### config.mk
export PLATFORM = sky130hd
export DESIGN_NAME = iob_reset_sequencer
export DESIGN_NICKNAME = d
export VERILOG_FILES = /design/src/rtl/iob_reset_sequencer_pkg.sv /design/src/rtl/iob_reset_sequencer_sync.sv /design/src/rtl/iob_reset_sequencer.sv
export SDC_FILE = /design/constraint.sdc
export NUM_CORES = 1
export LEC_CHECK = 0
export CORE_UTILIZATION = 45
export DETAILED_ROUTE_END_ITERATION = 6
export HOLD_SLACK_MARGIN = 0.02
export PLACE_DENSITY = 0.71
export SYNTH_ARGS = -nofsm -noshare
export SYNTH_HDL_FRONTEND = slang
export SYNTH_HIERARCHICAL = 1
export SYNTH_SLANG_ARGS = --single-unit
### constraint.sdc
create_clock -name clk_i -period 3.53 [get_ports clk_i]
set_input_delay 0.353 -clock clk_i [delete_from_list [all_inputs] [get_ports clk_i]]
set_output_delay 0.353 -clock clk_i [all_outputs]
set_load 0.1 [all_outputs]
### src/rtl/iob_reset_sequencer_pkg.sv
// Shared definitions for the reset sequencer: default parameters, FSM states
// and the counter-width helper.
package iob_reset_sequencer_pkg;

  localparam int DEF_N_RST       = 3;
  localparam int DEF_SYNC_STAGES = 2;
  localparam int DEF_HOLD_CYCLES = 16;
  localparam int DEF_STEP_CYCLES = 4;

  typedef enum logic [1:0] {
    ST_SYNC    = 2'd0,
    ST_HOLD    = 2'd1,
    ST_RELEASE = 2'd2,
    ST_DONE    = 2'd3
  } seq_state_e;

  // Wide enough to hold the larger of the hold and step cycle counts.
  function automatic int cnt_width(input int hold_cycles, input int step_cycles);
    int max_v;
    max_v = (hold_cycles > step_cycles) ? hold_cycles : step_cycles;
    return $clog2(max_v + 1);
  endfunction

endpackage

### src/rtl/iob_reset_sequencer_sync.sv
// Asynchronous-assert, synchronous-deassert reset synchronizer chain.
// The output rises immediately with arst_i and falls SYNC_STAGES edges after release.
module iob_reset_sequencer_sync
  import iob_reset_sequencer_pkg::*;
#(
  parameter int SYNC_STAGES = DEF_SYNC_STAGES
) (
  input  logic clk_i,
  input  logic arst_i,
  output logic rst_sync_o
);

  logic [SYNC_STAGES-1:0] chain_q;

  always_ff @(posedge clk_i or posedge arst_i) begin
    if (arst_i) begin
      chain_q <= '1;
    end else begin
      chain_q <= {chain_q[SYNC_STAGES-2:0], 1'b0};
    end
  end

  assign rst_sync_o = chain_q[SYNC_STAGES-1];

endmodule

### src/rtl/iob_reset_sequencer.sv
// Ordered reset release for N_RST domains with hold time, fixed release spacing
// and an edge-armed soft-reset request/acknowledge handshake.
module iob_reset_sequencer
  import iob_reset_sequencer_pkg::*;
#(
  parameter int N_RST       = DEF_N_RST,
  parameter int SYNC_STAGES = DEF_SYNC_STAGES,
  parameter int HOLD_CYCLES = DEF_HOLD_CYCLES,
  parameter int STEP_CYCLES = DEF_STEP_CYCLES
) (
  input  logic             clk_i,
  input  logic             arst_i,
  input  logic             soft_rst_req_i,
  output logic             soft_rst_ack_o,
  output logic [N_RST-1:0] rst_o,
  output logic             done_o
);

  localparam int CNT_W = cnt_width(HOLD_CYCLES, STEP_CYCLES);
  localparam int IDX_W = (N_RST > 1) ? $clog2(N_RST) : 1;
  localparam logic [CNT_W-1:0] HOLD_LAST = CNT_W'(HOLD_CYCLES - 1);
  localparam logic [CNT_W-1:0] STEP_LAST = CNT_W'(STEP_CYCLES - 1);
  localparam logic [IDX_W-1:0] IDX_LAST  = IDX_W'(N_RST - 1);

  seq_state_e       state_q, state_d;
  logic [CNT_W-1:0] cnt_q, cnt_d;
  logic [IDX_W-1:0] idx_q, idx_d;
  logic [N_RST-1:0] rst_q, rst_d;
  logic             done_q, done_d;
  logic             ack_q, ack_d;
  logic             arm_q, arm_d;
  logic             rst_sync;
  logic             release_first;
  logic             accept;

  iob_reset_sequencer_sync #(
    .SYNC_STAGES(SYNC_STAGES)
  ) u_sync (
    .clk_i     (clk_i),
    .arst_i    (arst_i),
    .rst_sync_o(rst_sync)
  );

  always_ff @(posedge clk_i or posedge arst_i) begin
    if (arst_i) begin
      state_q <= ST_SYNC;
      cnt_q   <= '0;
      idx_q   <= '0;
      rst_q   <= '1;
      done_q  <= 1'b0;
      ack_q   <= 1'b0;
      arm_q   <= 1'b0;
    end else begin
      state_q <= state_d;
      cnt_q   <= cnt_d;
      idx_q   <= idx_d;
      rst_q   <= rst_d;
      done_q  <= done_d;
      ack_q   <= ack_d;
      arm_q   <= arm_d;
    end
  end

  // The edge on which SYNC first sees the synchronizer low already counts as
  // the first hold cycle, so the hold window ends SYNC_STAGES+HOLD_CYCLES edges in.
  always_comb begin
    state_d       = state_q;
    cnt_d         = cnt_q;
    idx_d         = idx_q;
    rst_d         = rst_q;
    done_d        = done_q;
    ack_d         = 1'b0;
    release_first = 1'b0;
    accept        = (state_q == ST_DONE) && done_q && soft_rst_req_i && arm_q;
    arm_d         = accept ? 1'b0 : (arm_q | ~soft_rst_req_i);

    case (state_q)
      ST_SYNC: begin
        if (!rst_sync) begin
          if (HOLD_CYCLES == 1) begin
            release_first = 1'b1;
          end else begin
            state_d = ST_HOLD;
            cnt_d   = CNT_W'(1);
          end
        end
      end
      ST_HOLD: begin
        if (cnt_q == HOLD_LAST) begin
          release_first = 1'b1;
        end else begin
          cnt_d = cnt_q + CNT_W'(1);
        end
      end
      ST_RELEASE: begin
        if (cnt_q == STEP_LAST) begin
          for (int k = 0; k < N_RST; k++) begin
            if (idx_q == IDX_W'(k)) rst_d[k] = 1'b0;
          end
          idx_d = idx_q + IDX_W'(1);
          cnt_d = '0;
          if (idx_q == IDX_LAST) state_d = ST_DONE;
        end else begin
          cnt_d = cnt_q + CNT_W'(1);
        end
      end
      ST_DONE: begin
        done_d = 1'b1;
        if (accept) begin
          ack_d   = 1'b1;
          rst_d   = '1;
          done_d  = 1'b0;
          state_d = ST_HOLD;
          cnt_d   = '0;
          idx_d   = '0;
        end
      end
      default: state_d = ST_SYNC;
    endcase

    if (release_first) begin
      rst_d[0] = 1'b0;
      idx_d    = IDX_W'(1);
      cnt_d    = '0;
      state_d  = (N_RST == 1) ? ST_DONE : ST_RELEASE;
    end
  end

  assign rst_o          = rst_q;
  assign done_o         = done_q;
  assign soft_rst_ack_o = ack_q;

endmodule

* Word level (Yosys, flattened, before mapping)
Index checks and enable logic that the tools add are counted. W data, S select, Z words.
Word-level totals: output and inout port bits 5, latch bits 0, memory bits (read-only) 0, memory bits (writable) 0, memories kept 0, bits in registers 17
Operators by class: shift-type cells 0, divide/modulo/power cells 0, multipliers 0, multiplexer cells 29, $lt $le $gt $ge 0, eq/ne operators 17, add/subtract/negate cells 2, reductions and logical operators 14, bitwise operators 2
Operators with widths (number):
- $mux W5 | 5
- $pmux W5 S4 | 1
- $ne A3 B3 Y1 const B | 6
- $mux W2 | 8
- $reduce_and A4 Y1 | 3
- $mux W1 | 10
- $ne A2 B2 Y1 const B | 4
- $eq A2 B2 Y1 const B | 3
- $mux W3 | 2
- $pmux W2 S3 | 1
- $pmux W3 S2 | 1
- $reduce_and A3 Y1 | 2
- $add A5 B1 Y5 const B | 1
- $eq A5 B2 Y1 const B | 1
- $eq A5 B4 Y1 const B | 1
- $reduce_and A5 Y1 | 1
- $eq A2 B1 Y1 const B | 2
- $logic_not A2 Y1 | 2
- $pmux W2 S2 | 1
- $reduce_bool A4 Y1 | 1
- $logic_and A1 B1 Y1 | 3
- $reduce_bool A3 Y1 | 1
- $add A2 B1 Y2 const B | 1
- $reduce_bool A2 Y1 | 1
- 2 further kinds | 2

* Longest topological paths before layout
Gate-level depths: netlist of run 1.
word-level depth 7, gate-level depth with buffers 7, depth with buffers taken out 7

* Cells and area by module
Netlist of run 1, hierarchy kept.
By module, submodules not included:
- iob_reset_sequencer | cells an instance 83, area an instance 817.0 sq um, instances 1
- iob_reset_sequencer_sync | cells an instance 4, area an instance 60.1 sq um, instances 1

* Worst setup path after synthesis of run 1
Ideal clock, no wire load.
kind reg-to-reg, start point register done_q, in the netlist done_o, end point register idx_q[0], arrival time 1.848 ns, clock period less this slack 1.974 ns, slack 1.556 ns, required time 3.404 ns, stages on the path, launching flop included 6, path through dfrtp_1 > and3_1 > and3_1 > buf_2 > nor2_1 > a221o_1
Between the ends: cells in the longest elaborated chain, start to end 5
Ends and longest elaborated chain:
- from (decl) | RTL line iob_reset_sequencer.sv:29 | logic done_q, done_d;
- from (signal assigned) | RTL line iob_reset_sequencer.sv:58 | done_q <= done_d;
- $logic_and A1 B1 Y1 (3 in a row) | RTL line iob_reset_sequencer.sv:74 | accept = (state_q == ST_DONE) && done_q && soft_rst_req_i && arm_q;
- $ne A3 B3 Y1 (no source line)
- $reduce_and A3 Y1 (no source line)
- to (signal assigned) | RTL line iob_reset_sequencer.sv:56 | idx_q <= idx_d;
- to (decl) | RTL line iob_reset_sequencer.sv:27 | logic [IDX_W-1:0] idx_q, idx_d;
Every way passes these cells. A chain may end at the register's enable or synchronous reset.

* Worst setup path after layout of run 1
start point register rst_q[0], in the netlist rst_o[0], end point output rst_o[0]
RTL lines:
- from (decl) | RTL line iob_reset_sequencer.sv:28 | logic [N_RST-1:0] rst_q, rst_d;
- from (signal assigned) | RTL line iob_reset_sequencer.sv:57 | rst_q <= rst_d;
- to (decl) | RTL line iob_reset_sequencer.sv:15 | output logic [N_RST-1:0] rst_o,
No word-level cell between the ends.

==> impl_metrics.env, run 1 <==
export IMPL_vias=643
export IMPL_grt_pass1_wl_um=2290
export IMPL_gp_congestion=0.713
export IMPL_cts_tree="yes"
export IMPL_post_cts_resized=0
export IMPL_io_buffers=7
export IMPL_yosysMostFrequentCell="dfrtp_1"
export IMPL_drt_pass1_iterations=4
export IMPL_reg2reg_slack_ns=1.53
export IMPL_hold_buffers=0
export IMPL_dpl_hpwl_um=986
export IMPL_finalMaxSlewViolations=0
export IMPL_antenna_found_initial=0
export IMPL_start_util=0.492
export IMPL_crit_path_top_delay_cell="clkdlybuf4s50_1"
export IMPL_fmax_mhz=434
export IMPL_netlist_top_cell_by_area="dfrtp_1"
export IMPL_fin_crit_ns=2.30
export IMPL_fp_dieH_um=46.2
export IMPL_finClkSkew_ns=0.00483
export IMPL_routed_wl_um=1380
export IMPL_min_path_type="flop to flop"
export IMPL_tightest_slew_ns=0.968
export IMPL_antenna_left=0
export IMPL_criticalPathCategory="flop to output port"
export IMPL_placed_cells=114
export IMPL_cts_root_buffer="clkbuf_4"
export IMPL_cts_made_buffers=3
export IMPL_p_leak_nw=0.459
export IMPL_crit_buf_inv=1
export IMPL_yosysUniqueCellTypes=34
export IMPL_diodes=0
export IMPL_ys_top_cells_by_count="dfrtp_1 (12), inv_1 (8), nor2_1 (7), nand2_1 (6)"
export IMPL_ys_flop_type="dfrtp_1"
export IMPL_critical_path_peak_fanout=2
export IMPL_ys_seq_area_frac=0.492
export IMPL_syn_area_um2=877
export IMPL_finalPower_uw=850
export IMPL_avgRoutedWirePerCell_um=11.7
export IMPL_synth_fp_nets=95
export IMPL_io_pins=8
export IMPL_cts_buffer_depth=2
export IMPL_dpl_instance_area_um2=950
export IMPL_cellPowerDensity_nw_per_um2=870
export IMPL_fin_cells=118
export IMPL_finalSetupViolations=0
export IMPL_overflow=0
export IMPL_grt_pass1_vias=541
export IMPL_syn2layout_area_growth_pct=11.4
export IMPL_ctsHtreeMaxLevel=1
export IMPL_design_area_um2=977
export IMPL_clock_latency_ns=0.28
export IMPL_status="completed"
export IMPL_cts_clk_slew_worst_paths_ns=0.10
export IMPL_cap_violations=0
export IMPL_hold_violations=0
export IMPL_post_route_drc_count=0
export IMPL_dp_slack_ns=1.54
export IMPL_grt_max_degree=16
export IMPL_holdWs_ns=0.362
export IMPL_drt_initial_drc_count=15
export IMPL_multi_input_area_um2=387
export IMPL_ir_drop_mv=0.438
export IMPL_critical_path_arrival_ns=1.95
export IMPL_final_util=0.548
export IMPL_die_x_um=46.2
export IMPL_synth_edf_count=0
export IMPL_fillCellCount=172
export IMPL_startpoint_type="flop"
export IMPL_drive_gt1_frac=0.118
export IMPL_nNetsFinal=102
export IMPL_synthArstFlopShare=1.00
export IMPL_rsz0062_at_grt="false"
export IMPL_gr_usage_all_layers=0.158
export IMPL_slew_headroom=0.353
export IMPL_coreArea_um2=1780
export IMPL_cts_setup_buffers=0
export IMPL_ys_warnings_count=6
export IMPL_avgSynthCellArea_um2=10.1
export IMPL_tns_ns=0
export IMPL_row_count=15
export IMPL_cpPeakStageDelay_ns=1.12
export IMPL_cp_cell_sequence="clkdlybuf4s50_1"
export IMPL_synthCells=87
export IMPL_synth_area_leaders="dfrtp_1 (34%), dfstp_2 (15%), ha_1 (7.1%), inv_1 (3.4%), nor2_1 (3.0%)"
export IMPL_synth_top_area_share=0.342
export IMPL_min_period_over_period=0.652
export IMPL_cts_sinks=17
export IMPL_cp_top_family="buffers and inverters"
export IMPL_die_area_um2=2130
export IMPL_ys_seq_elements=17
export IMPL_via_per_inst=5.45
export IMPL_seq_area_um2=432
export IMPL_setup_slack_ns=1.23
export IMPL_required_ns=3.18
export IMPL_crit_path_end_kind="output port"
[final cells by class]
cell class,instances,share of cell area
Sequential cell,17,0.442
Multi-Input combinational cell,57,0.396
Timing Repair Buffer,7,0.0717
Tap cell,25,0.0320
Inverter,8,0.0307
Clock buffer,3,0.0230
Clock inverter,1,0.00512
[cell families (layout without fill, tap and decap cells)]
family	count (synthesis)	after routing	share of synthesized area
compound gates	23	23	0.178
xor+xnor	1	1	0.00999
fa+ha+maj	5	5	0.0713
buf+inv	13	19	0.0671
flops	17	17	0.492
other cells	1	1	0.00428
simple gates	27	27	0.177
[routing by layer]
| layer | track usage | wire length (um) | up-vias |
|---|---|---|---|
| li1 | - | - | 313 |
| met1 | 0.211 | 712 | 313 |
| met2 | 0.220 | 599 | 15 |
| met3 | 0.0588 | 58 | 2 |
| met4 | 0.0882 | 12 | 0 |
| met5 | 0 | 0 | - |
[worst register-to-register path: stages (launching register included)]
cell     delay, ns
dfrtp_1       0.42
ha_1          0.22
or4b_1        0.64
nor2_8        0.21
nor2_1        0.06
a221o_1       0.34
[cell usage in the layout (no fill, tap or decap), drive strengths merged]
cell,synthesis,final
dfrtp,12,12
a221o,1,1
nand3,2,2
dfstp,5,5
and3,3,3
nor3,1,1
nor2b,2,2
o21ai,5,5
o22ai,2,2
a21o,2,2
clkdlybuf4s50,0,7
nand2,6,6
a22o,3,3
and3b,1,1
o21bai,1,1
o311ai,1,1
nor2,8,8
nand2b,1,1
ha,5,5
or2b,1,1
xnor2,1,1
o41ai,1,1
or4b,1,1
conb,1,1
a21oi,4,4
inv,8,8
a22oi,1,1
a211oi,1,1
clkbuf,2,3
o31ai,1,1
clkinv,0,1
or3,1,1
[power breakdown]
group          total (mW)  internal, mW  switching [mW]
combinational       0.416         0.142           0.273
clock               0.101        0.0421          0.0584
sequential          0.334         0.270          0.0637
total               0.850         0.455           0.396
[path summary, 6_finish.rpt]
kind	startpoint	end	depth (start not counted)
worst max-delay path	rst_o[0]	rst_o[0]	1
worst min-delay path	u_sync/chain_q[0]	u_sync/chain_q[1]	0
worst max register to register	cnt_q[0]	idx_q[0]	5
worst min register to register	u_sync/chain_q[0]	u_sync/chain_q[1]	0
max in group asynchronous	arst_i	rst_o[0]	2
min in group asynchronous	arst_i	u_sync/chain_q[1]	2
[state kept, by name, summed over array words and instances (netlist names)]
signal,cells
arm_q,1
u_sync/chain_q,2
done_o,1
soft_rst_ack_o,1
idx_q,2
cnt_q,5
rst_o,3
state_q,2
Power figures use the tool's default switching activity.
==> run 2: changes to the inputs <==
- clock period: 3.53 -> 2.3 ns (I/O delays scaled with it)
==> impl_metrics.env, run 2 (synthesized netlist as in run 1, its figures left out) <==
export IMPL_post_route_drc_count=0
export IMPL_status="completed"
export IMPL_startpoint_type="flop"
export IMPL_placed_cells=114
export IMPL_switching_share=0.466
export IMPL_crit_path_end_kind="flop"
export IMPL_dpl_hpwl_um=1000
export IMPL_critical_path_arrival_ns=2.16
export IMPL_cts_setup_buffers=0
export IMPL_io_buffers=7
export IMPL_routed_wl_um=1350
export IMPL_fin_cells=118
export IMPL_drive_gt1_frac=0.161
export IMPL_seq_area_um2=432
export IMPL_cts_buffer_depth=2
export IMPL_cts_sinks=17
export IMPL_power_switching_uw=603
export IMPL_tightest_slew_ns=0.541
export IMPL_drt_pass1_iterations=4
export IMPL_criticalPathCategory="flop to flop"
export IMPL_fillCellCount=164
export IMPL_tns_ns=0
export IMPL_die_x_um=46.2
export IMPL_gp_congestion=0.708
export IMPL_drt_initial_drc_count=24
export IMPL_post_cts_resized=0
export IMPL_syn2layout_area_growth_pct=9.84
export IMPL_critical_path_peak_fanout=6
export IMPL_worstReg2RegEnd="idx_q[0]"
export IMPL_rsz0062_at_grt="false"
export IMPL_antenna_left=0
export IMPL_vias=600
export IMPL_layout_common_cells="dfrtp_1 (12), inv_1 (8), nor2_1 (7)"
export IMPL_grt_max_degree=16
export IMPL_cts_made_buffers=3
export IMPL_min_path_type="input port to async pin"
export IMPL_nNetsFinal=102
export IMPL_finalMaxSlewViolations=0
export IMPL_regMostFlops="cnt_q"
export IMPL_cap_violations=0
export IMPL_cts_tree="yes"
export IMPL_finClkSkew_ns=0.00403
export IMPL_gr_usage_all_layers=0.160
export IMPL_timing_rr_start="cnt_q[0]"
export IMPL_fmax_mhz=503
export IMPL_cts_root_buffer="clkbuf_4"
export IMPL_io_pins=8
export IMPL_ctsHtreeMaxLevel=1
export IMPL_p_seq_frac=0.398
export IMPL_p_comb_frac=0.483
export IMPL_diodes=0
export IMPL_clock_power_share=0.120
export IMPL_fin_crit_ns=1.99
export IMPL_cellPowerDensity_nw_per_um2=1340
export IMPL_final_util=0.540
export IMPL_min_period_over_period=0.864
export IMPL_required_ns=2.47
export IMPL_overflow=0
export IMPL_hold_buffers=0
export IMPL_reg2reg_slack_ns=0.31
export IMPL_die_area_um2=2130
export IMPL_multi_input_area_um2=387
export IMPL_via_per_inst=5.08
export IMPL_largest_register_ffs=5
export IMPL_cts_clk_slew_worst_paths_ns=0.10
export IMPL_coreArea_um2=1780
export IMPL_antenna_found_initial=0
export IMPL_hold_violations=0
export IMPL_reg2regPathDepth=5
export IMPL_p_leak_nw=0.458
export IMPL_row_count=15
export IMPL_power_internal_uw=690
export IMPL_fp_dieH_um=46.2
export IMPL_grt_pass1_wl_um=2380
export IMPL_avgRoutedWirePerCell_um=11.4
export IMPL_grt_pass1_vias=551
export IMPL_ir_drop_mv=0.611
export IMPL_start_util=0.492
export IMPL_final_common_cell="dfrtp_1"
export IMPL_finalSetupViolations=0
export IMPL_clock_latency_ns=0.28
export IMPL_slew_headroom=0.639
[run 2: changes by cell type in the layout (fill, tap and decap cells not counted)]
cell,change
clkbuf_1,+1
buf_4,+5
clkdlybuf4s50_1,-5
clkinv_2,-1
[run 2: routing by layer]
metal  up-vias  global-route usage  share of wire
li1        312                   -              -
met1       276               0.244           0.51
met2        10               0.214           0.45
met3         2              0.0235          0.028
met4         0              0.0882          0.011
met5         -                   0              0
[run 2: stage by stage]
stage                     area, um^2  worst slack, ns  power [mW]  hold slack, ns
after floorplan                  877            0.326        1.05           0.129
after global placement           937            0.385        1.14           0.348
after detailed placement         937            0.332        1.14           0.349
after CTS                        963            0.318        1.30           0.286
after global routing             963            0.203        1.39           0.319
final                            963            0.312        1.29           0.282
[run 2: power by group through the flow]
stage	Clock, mW	Combinational [mW]	Sequential [mW]
after global routing	0.171	0.691	0.530
after detailed placement	0	0.625	0.518
after CTS	0.162	0.627	0.512
final	0.155	0.624	0.514
after floorplan	0	0.338	0.708
after global placement	0	0.622	0.513
[run 2: layout make-up]
| class | count | area share |
|---|---|---|
| sequential | 17 | 0.448 |
| tap | 25 | 0.0325 |
| clock buffer | 4 | 0.0273 |
| inverter | 8 | 0.0312 |
| timing repair buffer | 7 | 0.0597 |
| multi-input combinational | 57 | 0.401 |
[run 2: worst max-delay path by stage]
stage | start | to | slack (ns) | depth (start not counted)
after floorplan | done_o | idx_q[0] | 0.33 | 5
after global placement | cnt_q[0] | idx_q[0] | 0.39 | 5
after detailed placement | cnt_q[0] | idx_q[0] | 0.33 | 5
after CTS | cnt_q[0] | idx_q[0] | 0.32 | 5
after global routing | cnt_q[0] | cnt_q[2] | 0.20 | 5
final | cnt_q[0] | idx_q[0] | 0.31 | 5
[run 2: critical path, stage by stage, from the launching register on]
cell,delay (ns)
dfrtp_1,0.42
ha_1,0.22
or4b_1,0.63
nor2_8,0.20
nor2_1,0.06
a221o_1,0.35
==> run 3: changes to the inputs <==
- CORE_ASPECT_RATIO: not set -> 1.2
- CORE_MARGIN: not set -> 3
==> impl_metrics.env, run 3 (synthesized netlist as in run 1, its figures left out) <==
export IMPL_drive_gt1_frac=0.172
export IMPL_io_buffers=7
export IMPL_routed_wl_um=1430
export IMPL_reg2regPathDepth=5
export IMPL_coreArea_um2=1740
export IMPL_cts_clk_slew_worst_paths_ns=0.10
export IMPL_final_util=0.549
export IMPL_layout_common_cells="dfrtp_1 (12), inv_1 (8), nor2_1 (7)"
export IMPL_finalSetupViolations=0
export IMPL_die_area_um2=2520
export IMPL_fmax_mhz=507
export IMPL_fin_crit_ns=1.97
export IMPL_largest_register_ffs=5
export IMPL_ctsHtreeMaxLevel=1
export IMPL_hold_buffers=0
export IMPL_cts_tree="yes"
export IMPL_regMostFlops="cnt_q"
export IMPL_row_count=16
export IMPL_tns_ns=0
export IMPL_cts_buffer_depth=2
export IMPL_reg2reg_slack_ns=0.33
export IMPL_via_per_inst=5.52
export IMPL_cp_top_family="compound AO/OA/AOI/OAI gates"
export IMPL_start_util=0.504
export IMPL_crit_buf_inv=0
export IMPL_drt_pass1_iterations=4
export IMPL_min_period_over_period=0.857
export IMPL_final_common_cell="dfrtp_1"
export IMPL_grt_pass1_wl_um=2510
export IMPL_crit_path_top_delay_cell="or4b_1"
export IMPL_finalMaxSlewViolations=0
export IMPL_clock_latency_ns=0.28
export IMPL_cp_depth=5
export IMPL_worstReg2RegEnd="cnt_q[2]"
export IMPL_grt_max_degree=16
export IMPL_fp_dieH_um=54.4
export IMPL_syn2layout_area_growth_pct=8.99
export IMPL_dpl_instance_area_um2=928
export IMPL_overflow=0
export IMPL_cpPeakStageDelay_ns=0.62
export IMPL_gp_congestion=0.854
export IMPL_die_x_um=46.3
export IMPL_setup_worst_path_start="cnt_q[0]"
export IMPL_nNetsFinal=102
export IMPL_critical_path_arrival_ns=2.15
export IMPL_grt_pass1_vias=582
export IMPL_timing_rr_start="cnt_q[0]"
export IMPL_status="completed"
export IMPL_critical_path_peak_fanout=6
export IMPL_finClkSkew_ns=0.00377
export IMPL_rsz0062_at_grt="false"
export IMPL_avgRoutedWirePerCell_um=12.9
export IMPL_cp_cell_sequence="ha_1 -> or4b_1 -> a22oi_1 -> o21bai_1 -> a22o_1"
export IMPL_ir_drop_mv=0.667
export IMPL_hold_violations=0
export IMPL_design_area_um2=956
export IMPL_p_leak_nw=0.461
export IMPL_tightest_slew_ns=0.561
export IMPL_min_path_type="input port to async pin"
export IMPL_post_cts_resized=0
export IMPL_gr_usage_all_layers=0.139
export IMPL_slew_headroom=0.626
export IMPL_holdWs_ns=0.284
export IMPL_cts_setup_buffers=0
export IMPL_cap_violations=0
export IMPL_startpoint_type="flop"
export IMPL_post_route_drc_count=0
export IMPL_vias=613
export IMPL_crit_path_end_kind="flop"
export IMPL_io_pins=8
export IMPL_cts_sinks=17
export IMPL_required_ns=2.48
export IMPL_antenna_found_initial=0
export IMPL_cts_made_buffers=3
export IMPL_drt_initial_drc_count=13
export IMPL_dpl_hpwl_um=1060
export IMPL_critPathCapture="cnt_q[2]"
export IMPL_cellPowerDensity_nw_per_um2=1360
export IMPL_cts_root_buffer="clkbuf_4"
export IMPL_criticalPathCategory="flop to flop"
export IMPL_diodes=0
export IMPL_antenna_left=0
==> run 3: cell types whose count changed in the layout (fill, tap and decap cells not counted) <==
cell      delta
clkbuf_1     -1
clkinv_2     +1
==> run 3: worst min-delay path by stage <==
stage                                 start                 to
after global placement    u_sync/chain_q[0]  u_sync/chain_q[1]
after global routing                 arst_i  u_sync/chain_q[1]
after detailed placement  u_sync/chain_q[0]  u_sync/chain_q[1]
after floorplan                      arst_i              arm_q
after CTS                            arst_i  u_sync/chain_q[0]
final                                arst_i  u_sync/chain_q[0]
==> run 3: per-stage QoR <==
step                      power (mW)  worst slack, ns  cells
final                           1.30            0.329    111
after global routing            1.40            0.198    111
after CTS                       1.31            0.327    111
after detailed placement        1.15            0.337    107
after global placement          1.14            0.394    107
after floorplan                 1.05            0.326     87
==> run 3: layer usage <==
| layer | track usage | share of wire | routed length [um] |
|---|---|---|---|
| met1 | 0.193 | 0.48 | 682 |
| met5 | 0 | 0 | 0 |
| met4 | 0.0664 | 0.013 | 18 |
| met3 | 0.0197 | 0.041 | 58 |
| met2 | 0.211 | 0.47 | 667 |
==> run 3: final cells by class <==
cell class                      count  area (um^2)
Multi-Input combinational cell     57          387
Inverter                            8         30.0
Fill cell                         165          786
Tap cell                           18         22.5
Timing Repair Buffer                7         57.6
Clock buffer                        3         22.5
Sequential cell                    17          432
Clock inverter                      1         5.00
==> run 3: worst reg2reg max path, delay by kind of cell, from the launching register on <==
family | cells | cell delay [ns]
AOI/OAI and AO/OA | 3 | 0.62
adders and majority gates | 1 | 0.22
DFF | 1 | 0.42
and+or+nand+nor | 1 | 0.62
==> run 3: power by group <==
| group | leakage [nW] | switching (mW) | total, mW | internal (mW) |
|---|---|---|---|---|
| sequential | 0.193 | 0.0976 | 0.512 | 0.415 |
| combinational | 0.250 | 0.424 | 0.632 | 0.208 |
| clock | 0.0177 | 0.0925 | 0.157 | 0.0644 |
| total | 0.461 | 0.614 | 1.30 | 0.687 |
